**src/rtl/mult_pkg.sv**
```systemverilog
// Shared types and helpers for the sequential shift-and-add multiplier.
package mult_pkg;

    typedef enum logic [1:0] {
        IDLE = 2'd0,
        BUSY = 2'd1,
        DONE = 2'd2
    } mult_state_t;

    // Counter width for an n-bit operand; never narrower than one bit.
    function automatic int cnt_width(input int n);
        return (n <= 2) ? 1 : $clog2(n);
    endfunction

endpackage

```
**src/rtl/adder_nbit.sv**
```systemverilog
// Unsigned N-bit adder with the carry-out returned as the sum MSB.
module adder_nbit #(
    parameter int N = 8
) (
    input  logic [N-1:0] a,
    input  logic [N-1:0] b,
    output logic [N:0]   sum
);

    assign sum = {1'b0, a} + {1'b0, b};

endmodule

```
**src/rtl/mult_seq_nbit.sv**
```systemverilog
// Sequential shift-and-add unsigned multiplier with valid/ready on both sides.
// Optional MULT_ZERO_BYPASS_EN: a zero operand skips BUSY and goes straight to DONE.
module mult_seq_nbit
    import mult_pkg::*;
#(
    parameter int N = 8
) (
    input  logic           clk,
    input  logic           rst_n,
    input  logic           in_valid,
    output logic           in_ready,
    input  logic [N-1:0]   a,
    input  logic [N-1:0]   b,
    output logic           out_valid,
    input  logic           out_ready,
    output logic [2*N-1:0] product,
    output logic           busy
);

    localparam int CW = cnt_width(N);

    mult_state_t   state, state_nxt;
    logic [CW-1:0] cnt;
    logic [N-1:0]  mcand;
    // The 2N+1-bit accumulator is {s, acc[N-1:0]} before each shift; its top
    // bit is always 0 afterwards, so only the low 2N bits are stored.
    logic [2*N-1:0] acc;
    logic [N:0]    sum;
    logic [N:0]    s;
    logic          accept;
    logic          zero_bypass;

    adder_nbit #(.N(N)) u_adder (
        .a   (acc[2*N-1:N]),
        .b   (mcand),
        .sum (sum)
    );

    assign accept = in_valid && in_ready;
    assign s      = acc[0] ? sum : {1'b0, acc[2*N-1:N]};

`ifdef MULT_ZERO_BYPASS_EN
    assign zero_bypass = (a == '0) || (b == '0);
`else
    assign zero_bypass = 1'b0;
`endif

    // NOTE: sequential state uses non-blocking assignments so every register
    // samples the pre-edge values, independent of statement order.
    always_ff @(posedge clk or negedge rst_n) begin
        if (!rst_n) state <= IDLE;
        else        state <= state_nxt;
    end

    // NOTE: every output of this block gets a default first, so no path can
    // leave a signal unassigned and infer a latch.
    always_comb begin
        state_nxt = state;
        in_ready  = 1'b0;
        busy      = 1'b0;
        out_valid = 1'b0;
        product   = '0;
        unique case (state)
            IDLE: begin
                in_ready = 1'b1;
                if (accept) state_nxt = zero_bypass ? DONE : BUSY;
            end
            BUSY: begin
                busy = 1'b1;
                if (cnt == CW'(N-1)) state_nxt = DONE;
            end
            DONE: begin
                out_valid = 1'b1;
                product   = acc;
                if (out_ready) state_nxt = IDLE;
            end
            default: state_nxt = IDLE;
        endcase
    end

    // Operands load only in IDLE, so in_valid during BUSY/DONE cannot disturb
    // the result being computed or presented.
    always_ff @(posedge clk or negedge rst_n) begin
        if (!rst_n) begin
            mcand <= '0;
            acc   <= '0;
            cnt   <= '0;
        end else if (accept) begin
            mcand <= a;
            acc   <= zero_bypass ? '0 : {{N{1'b0}}, b};
            cnt   <= '0;
        end else if (state == BUSY) begin
            acc <= {s, acc[N-1:1]};
            cnt <= cnt + 1'b1;
        end
    end

endmodule

```
**config.mk**
```make
export PLATFORM = sky130hd
export DESIGN_NAME = mult_seq_nbit
export DESIGN_NICKNAME = d
export VERILOG_FILES = /design/src/rtl/mult_pkg.sv /design/src/rtl/adder_nbit.sv /design/src/rtl/mult_seq_nbit.sv
export SDC_FILE = /design/constraint.sdc
export NUM_CORES = 1
export LEC_CHECK = 0
export CAP_MARGIN = 30
export CORE_MARGIN = 2
export CORE_UTILIZATION = 50
export DETAILED_ROUTE_END_ITERATION = 6
export PLACE_DENSITY = 0.8
export SETUP_SLACK_MARGIN = 0.2
export SLEW_MARGIN = 20
export SYNTH_ARGS = -nofsm -noshare
export SYNTH_HDL_FRONTEND = slang
export SYNTH_SLANG_ARGS = --single-unit
```
**constraint.sdc**
```tcl
create_clock -name clk -period 5.2 [get_ports clk]
set_clock_uncertainty 0.2 [all_clocks]
set_input_delay 1.56 -clock clk [delete_from_list [all_inputs] [get_ports clk]]
set_output_delay 1.56 -clock clk [all_outputs]
set_load 0.05 [all_outputs]
```
# Yosys cells after proc, flatten, opt, wreduce, memory -nomap -nowiden

Cells that the tools add are included.
Widths: inputs -> output; s select.

Bits in registers: 29
Bits of input ports: 20
Logic and storage cells: 29

$add $sub $neg: 2
Equal/unequal tests: 6
Mux-type cells: 13
Reduce and logical (&&, ||, !) cells: 4

Operators by type and width:

| operator            | number |
|---|---|
| $mux 16             | 3 |
| $add 8x8->9         | 1 |
| $mux 9              | 1 |
| $mux 2              | 3 |
| $mux 3              | 2 |
| $ne 2x2->1 const B  | 3 |
| $pmux 2 s3          | 1 |
| $add 3x1->3 const B | 1 |
| $eq 3x3->1 const B  | 1 |
| $mux 1              | 3 |
| $reduce_and 3->1    | 1 |
| $eq 2x1->1 const B  | 1 |
| $eq 2x2->1 const B  | 1 |
| $logic_not 2->1     | 1 |
| $reduce_bool 2->1   | 1 |
| $logic_and 1x1->1   | 1 |

# Depth between registers and ports, before layout

Gate-level depths: netlist of the first run.

Depth after elaboration: 5
Mapped depth: 7

# By module

Synthesis of the first run repeated with hierarchy kept, for this count alone.

Cell total of the unflattened synthesis: 171
Area total of the unflattened synthesis: 1694.1 sq um

Modules (own cells, without submodules):

| module        | times used | cells an instance | area each (sq um) | seq. area each (sq um) |
|---|---|---|---|---|
| mult_seq_nbit | 1          | 129               | 1370.1            | 725.7 |
| adder_nbit    | 1          | 42                | 324.1             | 0.0 |

# Worst setup path before layout of the first run

No wires, ideal clock.

Path type: register -> output
Start: register state[1]
End: output product[10]
Arrival time: 1.609 ns
Required time: 3.440 ns
Setup slack: 1.831 ns
Cell stages (with the launch flop): 5
Path buffers: 2
Cells stage by stage: dfrtp_1 > clkbuf_1 > nor2b_2 > buf_2 > and2_1

Longest elaborated chain between the ends: 2

RTL lines:

| item                     | RTL line            | RTL |
|---|---|---|
| start: declaration       | mult_seq_nbit.sv:22 | `mult_state_t state, state_nxt;` |
| start signal: assignment | mult_seq_nbit.sv:52 | `else state <= state_nxt;` |
| $eq 2x2->1               | mult_seq_nbit.sv:63 | `unique case (state)` |
| $mux 16                  | mult_seq_nbit.sv:63 |  |
| end: declaration         | mult_seq_nbit.sv:16 | `output logic [2*N-1:0] product,` |

Every way passes these cells.

# Final worst setup path of the first run

Start: register state[1]
End: output product[0]

The elaborated chain is that of the path after synthesis.

==> results of run 1 <==
## metal layers
layer  vias to the layer above  routed length (um)
met1                       644                1572
met2                        50                1676
met4                         0                  38
met3                         5                 215
met5                         -                   0
li1                        669                   -
## layout make-up
type	instances	area share, %
clock buffers	5	1.768
clock inverters	3	0.8250
inverters	6	1.061
multi-input cells	123	40.95
flip-flops and latches	29	34.18
well taps	44	2.593
repair buffers	40	18.62
## power by group
group / switching (mW) / total [mW] / internal [mW] / leakage, nW
Clock: 0.0820 / 0.133 / 0.0509 / 0.0310
Sequential: 0.100 / 0.431 / 0.331 / 0.359
Combinational: 0.297 / 0.565 / 0.269 / 0.493
## metrics by stage
stage          std cells  hold slack, ns
2_1_floorplan        166          0.2636
3_3_place_gp         242          0.2893
3_5_place_dp         242          0.2955
4_1_cts              250          0.3148
5_1_grt              250          0.3484
6_report             250          0.3121
## worst max-delay path, delay by kind of cell, from the launching register on
kind	cells	cell delay, ns
buffers and inverters	2	0.91
AND/OR/NAND/NOR	2	0.68
flip-flops	1	0.54
## state kept, by name, summed over array words and instances, names as in the netlist
name   cells
cnt        3
acc       16
mcand      8
state      2
## final timing paths
path                               start          to  slack [ns]
worst max-delay path            state[1]  product[0]        0.97
worst min-delay path              cnt[0]      cnt[0]        0.31
worst min register to register    cnt[0]      cnt[0]        0.31
max in group asynchronous          rst_n    mcand[5]        3.12
min in group asynchronous          rst_n    mcand[2]        1.40
worst max register to register    acc[8]     acc[13]        2.77
## layout by cell type (no fill, tap or decap), drive strengths merged, types with 3 or more instances in the layout
cell	netlist	routed
dfrtp	29	29
o21bai	3	3
nor2	5	5
a21oi	7	7
a22oi	11	11
ha	10	10
xor2	3	3
clkbuf	1	5
inv	6	6
mux2	10	10
o21ai	21	21
nand2	16	16
clkdlybuf4s50	0	38
and2	16	16
## kinds of logic (layout without fill, tap and decap cells)
| family | Yosys count | after routing | synth area share, % |
|---|---|---|---|
| buf+inv | 14 | 54 | 3.773 |
| compound gates | 53 | 53 | 20.30 |
| xor+xnor | 4 | 4 | 2.114 |
| flops | 29 | 29 | 43.77 |
| mux | 11 | 11 | 7.396 |
| fa+ha+maj | 11 | 11 | 8.755 |
| simple gates | 44 | 44 | 13.89 |
==> impl_metrics.tcl, run 1 <==
set metrics [dict create \
    totalPowerFinal_mw 1.129 \
    nNetsFinal 236 \
    worstSetupPathType "flip-flop to output pin" \
    synth_cell_types 37 \
    drive_gt1_share_pct 12.14 \
    drt_pre_antenna_iters 4 \
    worstSkewPairLatency_ns 0.33 \
    slowest_delay_ns 0.80 \
    synth_area_mm2 0.001658 \
    cts_made_buffers 5 \
    synth_top_cell_area_share_pct 43.77 \
    antenna_found_initial 0 \
    ys.flop_type "dfrtp_1" \
    wl_per_cell_um 14.01 \
    seqCellArea_um2 725.7 \
    cap_violations 0 \
    setup_viol 0 \
    synth_top_area_cell "dfrtp_1" \
    endpoint_kind "output pin" \
    worst_r2r_path_depth 7 \
    met2_usage_pct 35.79 \
    dr.first_iter.drc_count 55 \
    die_w_um 61.58 \
    yosys_warnings 0 \
    clockBufferDepth 2 \
    status "finished, final reports clean" \
    final_core_util_pct 68.43 \
    area_delta_synth_final_pct 28.08 \
    slowest_stage "clkdlybuf4s50_1" \
    p_per_area_mw_per_mm2 531.8 \
    grt_use_met1_pct 27.22 \
    grt_overflow 0 \
    gp_congestion 0.8781 \
    multi_input_area_um2 869.6 \
    setup_tns_ns 0 \
    synthTopCellsByCount "dfrtp_1, o21ai_0, and2_1, nand2_1, a22oi_1" \
    final-hold-violation-count 0 \
    num_antenna_cells 0 \
    post_cts_buffers 0 \
    setup_ws_ns 0.9730 \
    initial_utilization_pct 53.43 \
    syn_nets 197 \
    ys_seq_area_share_pct 43.77 \
    critPathRequiredTime_ns 3.44 \
    grt-busiest-layer "met2" \
    min_path_cells 1 \
    cts_tree "done" \
    vias 1368 \
    syn_inst 166 \
    synth-edff-count 0 \
    cts_resized 0 \
    stdcell_area_mm2 0.002123 \
    p_leak_nw 0.8830 \
    yosysMostFrequentCell "dfrtp_1" \
    avgSynthCellArea_um2 9.987 \
    route.detailed.drc 0 \
    htreeDepth 2 \
    grt_pass1_vias 1310 \
    cp_cell_sequence "nor2b_2 > inv_1 > nor2_1 > clkdlybuf4s50_1" \
    track_usage_pct 21.63 \
    synth_seq_cells 29 \
    hpwl_um 2551 \
    place_area_mm2 0.002068 \
    die_h_um 61.58 \
    clock_sinks 29 \
    globalRouteMet3Util_pct 5.042 \
    grt_pass1_wl_um 5892 \
    min_period_over_period_pct 81.29 \
    slew_headroom_pct 56.17 \
    rsz0062_at_grt "false" \
    arrival_ns 2.47 \
    fill_cells 286 \
    num_rows 20 \
    via_per_inst 5.472 \
    async_reset_ff_share_pct 100.0 \
    post-place-ws_ns 1.364 \
    io_buffer_count 38 \
    fmax_mhz 236.6 \
    ioPinCount 39 \
    core-area_mm2 0.003103 \
    maxSlewViolCount 0 \
    worst-path-max-fanout 17 \
    die_area_mm2 0.003792 \
    finalCriticalPeriod_ns 4.227 \
    peakVddDrop_mv 0.3007 \
    synth_area_leaders "dfrtp_1, ha_1, mux2_2, and2_1, o21ai_0" \
    cts_root_buffer "clkbuf_4" \
    ant_nets 0 \
    clk_pin_slew_ns 0.10 \
    worstSetupStartpointType "flip-flop" \
    worst_pin_slew_ns 0.6560 \
    grt_max_degree 30 \
    wirelength_um 3502 \
    holdCritPathClass "flip-flop to flip-flop" \
    holdBufCountCts 0 \
]
No activity file was read; power rests on OpenSTA's default activity.
==> run 2: changes to the inputs <==
CORE_UTILIZATION = 49   (was 50)
PLACE_DENSITY = 0.79   (was 0.8)
clock period = 3.9 ns   (was 5.2 ns; I/O delays follow)
==> run 2 against run 1 <==
- combinational power up 38%
- non-clock buffer count unchanged
- via count up 5.0%
- sequential power up 35%
- design area up 1.9%
- clock power up 34%
- routed wire length up 9.6%
- final cell count up 0.80%
- register-to-register slack worse by 1.3 ns
- first-iteration DRC count up 18%
- flip-flop and latch count unchanged
- clock-buffer cell count up 3
==> impl_metrics.tcl, run 2 (synthesis results as in run 1) <==
set metrics [dict create \
    status "finished, final reports clean" \
    largest_reg_flops 16 \
    endpoint_kind "output pin" \
    fill_cells 273 \
    hold_end "acc[7]" \
    area_delta_synth_final_pct 30.57 \
    cts_resized 1 \
    slowest_delay_ns 0.83 \
    worstReg2RegStart "acc[8]" \
    worst_hold_slack_ns 0.3195 \
    num_rows 21 \
    post_cts_buffers 0 \
    worstSkewPairLatency_ns 0.33 \
    grt_pass1_wl_um 6492 \
    holdBufCountCts 0 \
    min_period_over_period_pct 90.74 \
    r2r-end "acc[13]" \
    via_per_inst 5.702 \
    holdCritPathClass "flip-flop to flip-flop" \
    nNetsFinal 236 \
    ant_nets 0 \
    die_area_mm2 0.003864 \
    worst_r2r_path_depth 7 \
    ioPinCount 39 \
    cp_cell_sequence "nand2b_2 > inv_2 > clkdlybuf4s50_1" \
    worst-path-max-fanout 13 \
    p_per_area_mw_per_mm2 711.7 \
    setup_ws_ns 0.3611 \
    track_usage_pct 21.10 \
    finalCriticalPeriod_ns 3.539 \
    final_cell_mix "dfrtp_1, clkdlybuf4s50_1, o21ai_0" \
    antenna_found_initial 0 \
    clk_pin_slew_ns 0.09 \
    multi_input_area_um2 874.6 \
    worst_pin_slew_ns 0.5767 \
    initial_utilization_pct 50.48 \
    peakVddDrop_mv 0.4016 \
    rsz0062_at_grt "false" \
    clockBufferDepth 2 \
    wirelength_um 3839 \
    gp_congestion 0.9076 \
    min_path_cells 2 \
    worstSetupPathType "flip-flop to output pin" \
    die_h_um 62.17 \
    worstSetupStartpointType "flip-flop" \
    p_leak_nw 1.178 \
    route.detailed.drc 0 \
    cts_tree "done" \
    cap_violations 0 \
    drive_gt1_share_pct 10.68 \
    regToRegSetupSlack_ns 1.46 \
    maxSlewViolCount 0 \
    hpwl_um 2718 \
    slowest_stage "clkdlybuf4s50_1" \
    setup_tns_ns 0 \
    wl_per_cell_um 15.23 \
    final_cells 252 \
    final-hold-violation-count 0 \
    final_common_cell "dfrtp_1" \
    vias 1437 \
    seqCellArea_um2 725.7 \
    drt_pre_antenna_iters 4 \
    die_w_um 62.17 \
    grt_max_degree 30 \
    setup_viol 0 \
    hp-start "acc[7]" \
    grt_pass1_vias 1473 \
    crit_buf_inv 2 \
    slew_headroom_pct 61.47 \
    fmax_mhz 282.6 \
    post-place-ws_ns 0.4509 \
    reg_top3 "acc x16, mcand x8, cnt x3" \
    cts_root_buffer "clkbuf_4" \
    htreeDepth 2 \
    dr.first_iter.drc_count 65 \
    critPathRequiredTime_ns 2.53 \
    num_antenna_cells 0 \
    core-area_mm2 0.003284 \
    io_buffer_count 38 \
    place_inst 244 \
    cp_top_family "buffers and inverters" \
    regMostFlops "acc" \
    arrival_ns 2.17 \
    clock_sinks 29 \
    cts_made_buffers 5 \
    grt_overflow 0 \
]
run 2: cell types whose count changed in the layout (fill, tap and decap cells not counted):
cell	before	now
clkbuf_1	0	3
nor2b_2	1	0
clkinvlp_4	1	0
nor2b_4	0	1
dlymetal6s2s_1	0	16
clkinv_2	2	0
clkdlybuf4s50_1	38	22
run 2: worst reg2reg max path: stages (launching register included):
cell and delay (ns):
dfrtp_1 0.42, ha_1 0.24, fa_1 0.43, a211oi_1 0.30, o21bai_1 0.13, a21oi_1 0.23
mux2_2 0.36, nand2_1 0.07
run 2: metal layers:
layer | GRT usage (%) | share of wire (%) | vias up
met3 | 7.065 | 6.5 | 8
met2 | 37.09 | 51 | 52
li1 | - | - | 672
met1 | 23.82 | 41 | 705
met5 | 0 | 0 | -
met4 | 7.778 | 1.4 | 0
run 2: area by class of cell:
| class | count | share of cell area (%) |
|---|---|---|
| well taps | 46 | 2.659 |
| clock buffers | 8 | 2.254 |
| inverters | 6 | 1.040 |
| flip-flops and latches | 29 | 33.53 |
| repair buffers | 40 | 20.12 |
| multi-input cells | 123 | 40.40 |
run 2: report_power, final:
group	internal, mW	leakage (nW)	switching, mW
combinational	0.360	0.793	0.420
sequential	0.441	0.359	0.142
clock	0.0717	0.0265	0.106
run 2: metrics by stage:
stage	power [mW]	utilization, %	cell area, um^2
CTS	1.536	64.69	2125
detailed placement	1.353	63.05	2071
floorplan	1.146	-	1658
finish	1.541	65.90	2165
global route	1.667	65.90	2165
global placement	1.301	63.05	2071
run 2: worst max-delay path by stage:
stage / start / end / cells after the start
2_1_floorplan: state[1] / product[10] / 4
3_3_place_gp: state[0] / product[0] / 4
3_5_place_dp: state[0] / product[0] / 4
4_1_cts: state[0] / product[0] / 4
5_1_grt: state[0] / busy / 3
6_report: state[0] / busy / 3
